--- src/rtl/vga_pkg.sv ---
// Shared VGA timing defaults and the colour-channel expansion helper.
package vga_pkg;

  localparam int unsigned H_ACTIVE_DEF = 640;
  localparam int unsigned H_FP_DEF     = 16;
  localparam int unsigned H_SYNC_DEF   = 96;
  localparam int unsigned H_BP_DEF     = 48;
  localparam int unsigned V_ACTIVE_DEF = 480;
  localparam int unsigned V_FP_DEF     = 10;
  localparam int unsigned V_SYNC_DEF   = 2;
  localparam int unsigned V_BP_DEF     = 33;

  // Right-aligned 'bits'-wide channel in c is replicated MSB-first across 8 output bits.
  function automatic logic [7:0] expand_chan(input logic [7:0] c, input int unsigned bits);
    logic [7:0] o;
    o = '0;
    for (int i = 0; i < 8; i++) begin
      o[3'(7 - i)] = c[3'(bits - 1 - (i % bits))];
    end
    return o;
  endfunction

endpackage

--- src/rtl/vga_timing.sv ---
// Horizontal/vertical raster counters with sync, visible and frame-end decode.
module vga_timing import vga_pkg::*; #(
  parameter int unsigned H_ACTIVE = H_ACTIVE_DEF,
  parameter int unsigned H_FP     = H_FP_DEF,
  parameter int unsigned H_SYNC   = H_SYNC_DEF,
  parameter int unsigned H_BP     = H_BP_DEF,
  parameter int unsigned V_ACTIVE = V_ACTIVE_DEF,
  parameter int unsigned V_FP     = V_FP_DEF,
  parameter int unsigned V_SYNC   = V_SYNC_DEF,
  parameter int unsigned V_BP     = V_BP_DEF,
  parameter int unsigned HW       = 10,
  parameter int unsigned VW       = 10
) (
  input  logic          clk_i,
  input  logic          reset_i,
  input  logic          pix_en_i,
  output logic [HW-1:0] h_cnt_o,
  output logic [VW-1:0] v_cnt_o,
  output logic          visible_o,
  output logic          hs_act_o,
  output logic          vs_act_o,
  output logic          frame_end_o
);

  localparam int unsigned HTotal = H_ACTIVE + H_FP + H_SYNC + H_BP;
  localparam int unsigned VTotal = V_ACTIVE + V_FP + V_SYNC + V_BP;

  logic [HW-1:0] h_cnt_q, h_cnt_d;
  logic [VW-1:0] v_cnt_q, v_cnt_d;
  logic          h_last, v_last;

  assign h_last = (h_cnt_q == HW'(HTotal - 1));
  assign v_last = (v_cnt_q == VW'(VTotal - 1));

  always_comb begin
    h_cnt_d = h_cnt_q;
    v_cnt_d = v_cnt_q;
    if (pix_en_i) begin
      if (h_last) begin
        h_cnt_d = '0;
        v_cnt_d = v_last ? '0 : v_cnt_q + VW'(1);
      end else begin
        h_cnt_d = h_cnt_q + HW'(1);
      end
    end
  end

  always_ff @(posedge clk_i) begin
    if (reset_i) begin
      h_cnt_q <= '0;
      v_cnt_q <= '0;
    end else begin
      h_cnt_q <= h_cnt_d;
      v_cnt_q <= v_cnt_d;
    end
  end

  assign h_cnt_o     = h_cnt_q;
  assign v_cnt_o     = v_cnt_q;
  assign visible_o   = (h_cnt_q < HW'(H_ACTIVE)) && (v_cnt_q < VW'(V_ACTIVE));
  assign hs_act_o    = (h_cnt_q >= HW'(H_ACTIVE + H_FP)) &&
                       (h_cnt_q <  HW'(H_ACTIVE + H_FP + H_SYNC));
  assign vs_act_o    = (v_cnt_q >= VW'(V_ACTIVE + V_FP)) &&
                       (v_cnt_q <  VW'(V_ACTIVE + V_FP + V_SYNC));
  assign frame_end_o = h_last && v_last;

endmodule

--- src/rtl/vga_fb_scanout.sv ---
// Frame-buffer scan-out: address generation, 3-stage pipeline, buffer flip and colour.
module vga_fb_scanout import vga_pkg::*; #(
  parameter int unsigned H_ACTIVE = H_ACTIVE_DEF,
  parameter int unsigned H_FP     = H_FP_DEF,
  parameter int unsigned H_SYNC   = H_SYNC_DEF,
  parameter int unsigned H_BP     = H_BP_DEF,
  parameter int unsigned V_ACTIVE = V_ACTIVE_DEF,
  parameter int unsigned V_FP     = V_FP_DEF,
  parameter int unsigned V_SYNC   = V_SYNC_DEF,
  parameter int unsigned V_BP     = V_BP_DEF,
  parameter bit          HS_POL   = 1'b0,
  parameter bit          VS_POL   = 1'b0,
  parameter int unsigned CBITS    = 4,
  parameter int unsigned IMG_WB   = 9,
  parameter int unsigned IMG_HB   = 8,
  parameter int unsigned SCALE    = 0,
  parameter logic [23:0] BG       = 24'h000000
) (
  input  logic                     clk,
  input  logic                     reset,
  input  logic                     pix_en,
  input  logic                     buf_sel,
  output logic [IMG_HB+IMG_WB:0]   fb_addr,
  input  logic [3*CBITS-1:0]       fb_rdata,
  output logic                     hsync,
  output logic                     vsync,
  output logic                     blank_n,
  output logic [7:0]               vga_r,
  output logic [7:0]               vga_g,
  output logic [7:0]               vga_b,
  output logic [9:0]               h_addr,
  output logic [9:0]               v_addr,
  output logic                     frame_start,
  output logic                     cur_buf
);

  localparam int unsigned HTotal = H_ACTIVE + H_FP + H_SYNC + H_BP;
  localparam int unsigned VTotal = V_ACTIVE + V_FP + V_SYNC + V_BP;
  localparam int unsigned HW     = $clog2(HTotal);
  localparam int unsigned VW     = $clog2(VTotal);
  localparam int unsigned ImgW   = (32'd1 << IMG_WB) << SCALE;
  localparam int unsigned ImgH   = (32'd1 << IMG_HB) << SCALE;
  localparam int unsigned AW     = 1 + IMG_HB + IMG_WB;

  logic [HW-1:0] h_cnt;
  logic [VW-1:0] v_cnt;
  logic          visible, hs_act, vs_act, frame_end;

  vga_timing #(
    .H_ACTIVE (H_ACTIVE),
    .H_FP     (H_FP),
    .H_SYNC   (H_SYNC),
    .H_BP     (H_BP),
    .V_ACTIVE (V_ACTIVE),
    .V_FP     (V_FP),
    .V_SYNC   (V_SYNC),
    .V_BP     (V_BP),
    .HW       (HW),
    .VW       (VW)
  ) u_timing (
    .clk_i       (clk),
    .reset_i     (reset),
    .pix_en_i    (pix_en),
    .h_cnt_o     (h_cnt),
    .v_cnt_o     (v_cnt),
    .visible_o   (visible),
    .hs_act_o    (hs_act),
    .vs_act_o    (vs_act),
    .frame_end_o (frame_end)
  );

  logic [IMG_WB-1:0] x_fld;
  logic [IMG_HB-1:0] y_fld;
  logic              in_img;
  logic [AW-1:0]     addr_d;
  logic              first_d;
  logic [23:0]       rgb_d;

  // Stage 2: address plus flags delayed to match the read.
  logic [AW-1:0] addr_q;
  logic          vis2_q, img2_q, hs2_q, vs2_q, first2_q;
  logic [9:0]    h2_q, v2_q;
  // Stage 3: pin registers.
  logic          blank3_q, hs3_q, vs3_q, fs_q;
  logic [23:0]   rgb3_q;
  logic [9:0]    h3_q, v3_q;
  logic          cur_buf_q;

  assign x_fld   = IMG_WB'(32'(h_cnt) >> SCALE);
  assign y_fld   = IMG_HB'(32'(v_cnt) >> SCALE);
  assign in_img  = visible && (32'(h_cnt) < ImgW) && (32'(v_cnt) < ImgH);
  assign addr_d  = {cur_buf_q, y_fld, x_fld};
  assign first_d = (h_cnt == '0) && (v_cnt == '0);

  always_comb begin
    rgb_d = '0;
    if (vis2_q) begin
      if (img2_q) begin
        rgb_d = {expand_chan(8'(fb_rdata[3*CBITS-1 -: CBITS]), CBITS),
                 expand_chan(8'(fb_rdata[2*CBITS-1 -: CBITS]), CBITS),
                 expand_chan(8'(fb_rdata[CBITS-1:0]), CBITS)};
      end else begin
        rgb_d = BG;
      end
    end
  end

  always_ff @(posedge clk) begin
    if (reset) begin
      addr_q    <= '0;
      vis2_q    <= 1'b0;
      img2_q    <= 1'b0;
      hs2_q     <= 1'b0;
      vs2_q     <= 1'b0;
      first2_q  <= 1'b0;
      h2_q      <= '0;
      v2_q      <= '0;
      blank3_q  <= 1'b0;
      hs3_q     <= 1'b0;
      vs3_q     <= 1'b0;
      fs_q      <= 1'b0;
      rgb3_q    <= '0;
      h3_q      <= '0;
      v3_q      <= '0;
      cur_buf_q <= 1'b0;
    end else begin
      // Single-clk pulse even when ticks are spaced further apart.
      fs_q <= pix_en & first2_q;
      if (pix_en) begin
        addr_q   <= addr_d;
        vis2_q   <= visible;
        img2_q   <= in_img;
        hs2_q    <= hs_act;
        vs2_q    <= vs_act;
        first2_q <= first_d;
        h2_q     <= 10'(h_cnt);
        v2_q     <= 10'(v_cnt);
        blank3_q <= vis2_q;
        hs3_q    <= hs2_q;
        vs3_q    <= vs2_q;
        rgb3_q   <= rgb_d;
        h3_q     <= h2_q;
        v3_q     <= v2_q;
        if (frame_end) begin
          cur_buf_q <= buf_sel;
        end
      end
    end
  end

  assign fb_addr     = addr_q;
  assign hsync       = hs3_q ? HS_POL : ~HS_POL;
  assign vsync       = vs3_q ? VS_POL : ~VS_POL;
  assign blank_n     = blank3_q;
  assign vga_r       = rgb3_q[23:16];
  assign vga_g       = rgb3_q[15:8];
  assign vga_b       = rgb3_q[7:0];
  assign h_addr      = h3_q;
  assign v_addr      = v3_q;
  assign frame_start = fs_q;
  assign cur_buf     = cur_buf_q;

endmodule

--- config.mk ---
export PLATFORM = sky130hd
export DESIGN_NAME = vga_fb_scanout
export DESIGN_NICKNAME = d
export VERILOG_FILES = /design/src/rtl/vga_pkg.sv /design/src/rtl/vga_timing.sv /design/src/rtl/vga_fb_scanout.sv
export SDC_FILE = /design/constraint.sdc
export NUM_CORES = 1
export LEC_CHECK = 0
export CORE_UTILIZATION = 44
export CTS_BUF_LIST = sky130_fd_sc_hd__clkbuf_4 sky130_fd_sc_hd__clkbuf_8
export DETAILED_ROUTE_END_ITERATION = 8
export HOLD_SLACK_MARGIN = 0.03
export PLACE_DENSITY = 0.78
export SETUP_SLACK_MARGIN = 0.05
export SKIP_LAST_GASP = 1
export SLEW_MARGIN = 40
export SYNTH_ARGS = -nofsm -noshare
export SYNTH_HDL_FRONTEND = slang
export SYNTH_HIERARCHICAL = 1
export SYNTH_SLANG_ARGS = --single-unit
--- constraint.sdc ---
create_clock -name clk -period 2 [get_ports clk]
set_clock_uncertainty 0.1 [all_clocks]
set_input_delay 0.6 -clock clk [delete_from_list [all_inputs] [get_ports clk]]
set_output_delay 0.6 -clock clk [all_outputs]
set_load 0.05 [all_outputs]
==> results.env <==
MAX_FO_CRITICAL_PATH=8
YS_SEQ_AREA_SHARE_PCT=46.4
POWER_DENSITY_nW_PER_UM2=703
P_LEAK_uW=0.00196
FINALHOLDVIOLCOUNT=0
CRITICAL_PATH_END_TYPE='flop'
SYNTHDOMINANTCELLAREASHARE_PCT=46.4
POST-SYNTH-TOP-AREA-CELL='sky130_fd_sc_hd__dfxtp_1'
MAPPED_AREA_SQ_UM=3580
ROUTED_WIRE_LENGTH_PER_INSTANCE_MICRONS=13.9
SYNTHADDERAREAFRAC_PCT=1.40
FINAL-INSTANCE-COUNT-EXCL-FILL=560
SETUP-VIOLATIONS-FINAL=0
GRT_USE_TOTAL_PCT=19.7
NETLIST-CELL-TYPE-COUNT=39
GLOBALROUTE.TOTALOVERFLOW=0
REMAINING_DRC_ERRORS=0
YOSYSWARNINGS=6
TIMING.CRITICAL_PATH.CELLS='buf_4, nand4_1, or4_4, or3_1, a21oi_1'
LAYOUT-AREA-OVERHEAD-VS-SYNTH_PCT=23.8
SYNTH.AREA.MUX_SHARE_PCT=13.4
FINAL_TOTAL_NEGATIVE_SETUP_SLACK_NS=0
TIMING.RR.END='u_timing/v_cnt_o[8]$_SDFFE_PP0P_'
SYNTH_TOP_FAMILY_BY_AREA='simple AND/OR/NAND/NOR gates'
LAYOUT.NETS=473
VIASPERCELL=4.99
PLACEABLECOREAREA_SQ_UM=7810
SLEW_VIOLATIONS=0
ANTENNA-DIODE-COUNT=0
CLK_PIN_SLEW_WORST_PATHS_NS=0.08
POST_SYNTH_MAIN_AREA_CONTRIBUTORS='sky130_fd_sc_hd__dfxtp_1, sky130_fd_sc_hd__mux2i_1, sky130_fd_sc_hd__nor2_1'
DIE_WIDTH_MICRONS=92.2
TRITONCTS_CLOCK_TREE='yes'
GLOBAL_ROUTE_WIRE_LENGTH_BEFORE_REPAIR_MICRONS=13100
FINAL_COMMON_CELL='sky130_fd_sc_hd__buf_4'
CRITICAL_PATH.TOP_DELAY_FAMILY='simple AND/OR/NAND/NOR gates'
DIE_Y_MICRONS=92.2
SYN_AREA_PER_CELL_SQ_UM=9.42
R2R_SETUP_SLACK_NS=0.16
DR.PASS1.ITERS=7
GRT_MAX_DEGREE=72
WORSTSETUPPATHTYPE='flop to flop'
LAYOUT-DRIVE-GT1-SHARE_PCT=25.3
ROUTED_WL_MICRONS=7770
IR_WORST_VDD_uV=305
GRT_PASS1_VIAS=2641
GRT_ANTENNA_BEFORE_REPAIR=0
HOLD_BUFFERS=0
IO_BUFFERS=70
CLOCK_INSERTION_DELAY_WORST_SKEW_NS=0.35
WORSTHOLDSTART='cur_buf$_SDFFE_PP0P_'
CTS.PATH.MAX_BUFFERS=2
CP_DATA_ARRIVAL_TIME_NS=2.03
DIE_AREA_SQ_UM=8500
TRITONCTS_NUM_SINKS=83
DETAIL-ROUTE-ANTENNA-NETS=0
LAYOUT.CELLS.MOST_COMMON_LIST='sky130_fd_sc_hd__buf_4, sky130_fd_sc_hd__dfxtp_1, sky130_fd_sc_hd__nor2_1'
CPMAXSTAGEDELAYCELL='sky130_fd_sc_hd__or4_4'
FINAL.PERIOD_UTILIZATION_PCT=92.1
SYNTH_COMPOUND_GATE_AREA_SHARE_PCT=4.16
CLOCK_TREE.HTREE_LEVEL_COUNT=3
ROUTABILITYCONGESTION=0.852
LAUNCH_INSTANCE_OF_THE_WORST_REGISTER_TO_REGISTER_PATH='u_timing/v_cnt_o[5]$_SDFFE_PP0P_'
NUM_ROWS=32
R2R.WORST_PATH.CELLS=5
RSZ0062_AT_GRT='true'
SYNTH_SIMPLE_GATE_AREA_SHARE_PCT=21.3
HPWLAFTERDP_MICRONS=5460
POSTCTSSETUPREPAIRBUFS=0
WORST-PATH-BUF-INV=1
WORST_EP_REQUIRED_TIME_NS=2.19
WORSTHOLDENDPOINT='cur_buf$_SDFFE_PP0P_'
DRV.MAX_CAP_VIOLATION_COUNT=0
VIA_COUNT=2793
SYNTHESIS.INSTANCES=380
SETUP_CRIT_START_KIND='flop'
NUMCTSBUFFERS=9
MIN-DELAY-PATH-CLASS='flop to flop'
NUMPLACEDINSTANCES=544
CLOCK-ROOT-BUFFER='sky130_fd_sc_hd__clkbuf_8'
BOUNDARYPINS=83
STATUS='complete, no violations'
FIRST_ITER_VIOLATIONS=189
SYNTH_XOR_XNOR_AREA_SHARE_PCT=3.43
ACHIEVABLE-FREQUENCY_MHz=543
SYNTH_SEQ_CELLS=83
MIN_PERIOD_NS=1.84
FLOORPLAN.INITIALDENSITY_PCT=45.8
WORST_PATH_LARGEST_CELL_DELAY_NS=0.54
WORSTHOLDPATHCELLS=2
==> power breakdown <==
| part | internal, uW | switching, uW | total [uW] |
|---|---|---|---|
| combinational | 89.6 | 167 | 257 |
| sequential | 1670 | 8.93 | 1680 |
| clock | 601 | 582 | 1180 |
==> kinds of logic after synthesis <==
logic type | count (synthesis)
AOI/OAI and AO/OA | 27
xor gates and xnor gates | 14
adders and majority gates | 4
buffers and inverters | 56
DFF | 83
muxes | 48
other | 1
and+or+nand+nor | 147
==> cells in the mapped netlist <==
master                      n
sky130_fd_sc_hd__dfxtp_1   83
sky130_fd_sc_hd__nor2_1    69
sky130_fd_sc_hd__mux2i_1   48
sky130_fd_sc_hd__buf_4     34
sky130_fd_sc_hd__a21oi_1   19
sky130_fd_sc_hd__nor2b_1   13
sky130_fd_sc_hd__clkbuf_1  10
sky130_fd_sc_hd__nand3_1   10
sky130_fd_sc_hd__nor3_1     9
sky130_fd_sc_hd__nor4_1     8
sky130_fd_sc_hd__inv_1      7
sky130_fd_sc_hd__nand2_1    7
sky130_fd_sc_hd__xnor2_1    7
sky130_fd_sc_hd__xor2_1     7
sky130_fd_sc_hd__o21ai_0    6
sky130_fd_sc_hd__buf_2      4
sky130_fd_sc_hd__ha_1       4
sky130_fd_sc_hd__nand4_1    4
sky130_fd_sc_hd__or3_1      4
sky130_fd_sc_hd__and3_1     3
sky130_fd_sc_hd__nand4b_1   3
sky130_fd_sc_hd__and3b_1    2
sky130_fd_sc_hd__and4_1     2
sky130_fd_sc_hd__nand3b_1   2
sky130_fd_sc_hd__a21o_1     1
sky130_fd_sc_hd__and2_1     1
sky130_fd_sc_hd__and4_2     1
sky130_fd_sc_hd__buf_6      1
sky130_fd_sc_hd__conb_1     1
sky130_fd_sc_hd__nand2b_1   1
sky130_fd_sc_hd__nor3_2     1
sky130_fd_sc_hd__nor4b_2    1
sky130_fd_sc_hd__o41ai_2    1
sky130_fd_sc_hd__or2_1      1
sky130_fd_sc_hd__or3b_2     1
sky130_fd_sc_hd__or4_1      1
sky130_fd_sc_hd__or4_4      1
sky130_fd_sc_hd__or4b_2     1
sky130_fd_sc_hd__or4bb_2    1
==> layer usage <==
metal  wire length, microns  global-route usage (%)  up-vias
li1                       -                       -     1388
met4                    138                    7.16        0
met2                   3670                    30.1       86
met5                      0                       0        -
met1                   3520                    26.5     1306
met3                    445                    5.39       13
==> worst register-to-register path, cell delays in order (launching register included) <==
cell                      delay (ns)
sky130_fd_sc_hd__dfxtp_1        0.36
sky130_fd_sc_hd__buf_4          0.15
sky130_fd_sc_hd__nand4_1        0.12
sky130_fd_sc_hd__or4_4          0.54
sky130_fd_sc_hd__or3_1          0.36
sky130_fd_sc_hd__a21oi_1        0.14
==> through the flow <==
step                area, sq um  worst slack, ns  hold WS (ns)  power, uW  util [%]
global route               4430           0.0599         0.420       3240      56.7
detailed placement         4220          -0.0850         0.369       1970      54.1
finish                     4430            0.157         0.392       3120      56.7
global placement           4220          -0.0324         0.372       1970      54.1
floorplan                  3630           0.0220         0.355       1920         -
CTS                        4420           0.0632         0.389       3140      56.6
==> how the worst max path moves through the flow <==
stage	start	endpoint	cells after the start
after floorplan	pix_en	u_timing/v_cnt_o[8]$_SDFFE_PP0P_	5
after global placement	pix_en	u_timing/v_cnt_o[8]$_SDFFE_PP0P_	5
after detailed placement	pix_en	u_timing/v_cnt_o[8]$_SDFFE_PP0P_	5
after CTS	u_timing/v_cnt_o[1]$_SDFFE_PP0P_	cur_buf$_SDFFE_PP0P_	8
after global routing	u_timing/v_cnt_o[5]$_SDFFE_PP0P_	u_timing/v_cnt_o[8]$_SDFFE_PP0P_	5
final	u_timing/v_cnt_o[5]$_SDFFE_PP0P_	u_timing/v_cnt_o[8]$_SDFFE_PP0P_	5
==> cell type report <==
type | count | area [sq um]
sequential | 83 | 1660
clock inverter | 5 | 53.8
multi-input combinational | 252 | 1630
timing repair buffer | 100 | 793
inverter | 7 | 26.3
tap | 102 | 128
fill | 685 | 3380
clock buffer | 11 | 139
==> state kept, by name, summed over array words and instances (netlist names) <==
signal            flops
v2_q                  2
u_timing/v_cnt_o     10
img2_q                1
first2_q              1
blank_n               1
frame_start           1
v_addr               10
vs2_q                 1
h2_q                  1
hs3_q                 1
vs3_q                 1
fb_addr              18
hs2_q                 1
vis2_q                1
u_timing/h_cnt_o     10
rgb3_q               12
cur_buf               1
h_addr               10
==> what timing repair did <==
item	CTS	global route
resized for setup	1	3
hold endpoints to repair	0	0
pin swaps	2	2
setup endpoints to repair	10	10
Power figures use the tool's default switching activity.
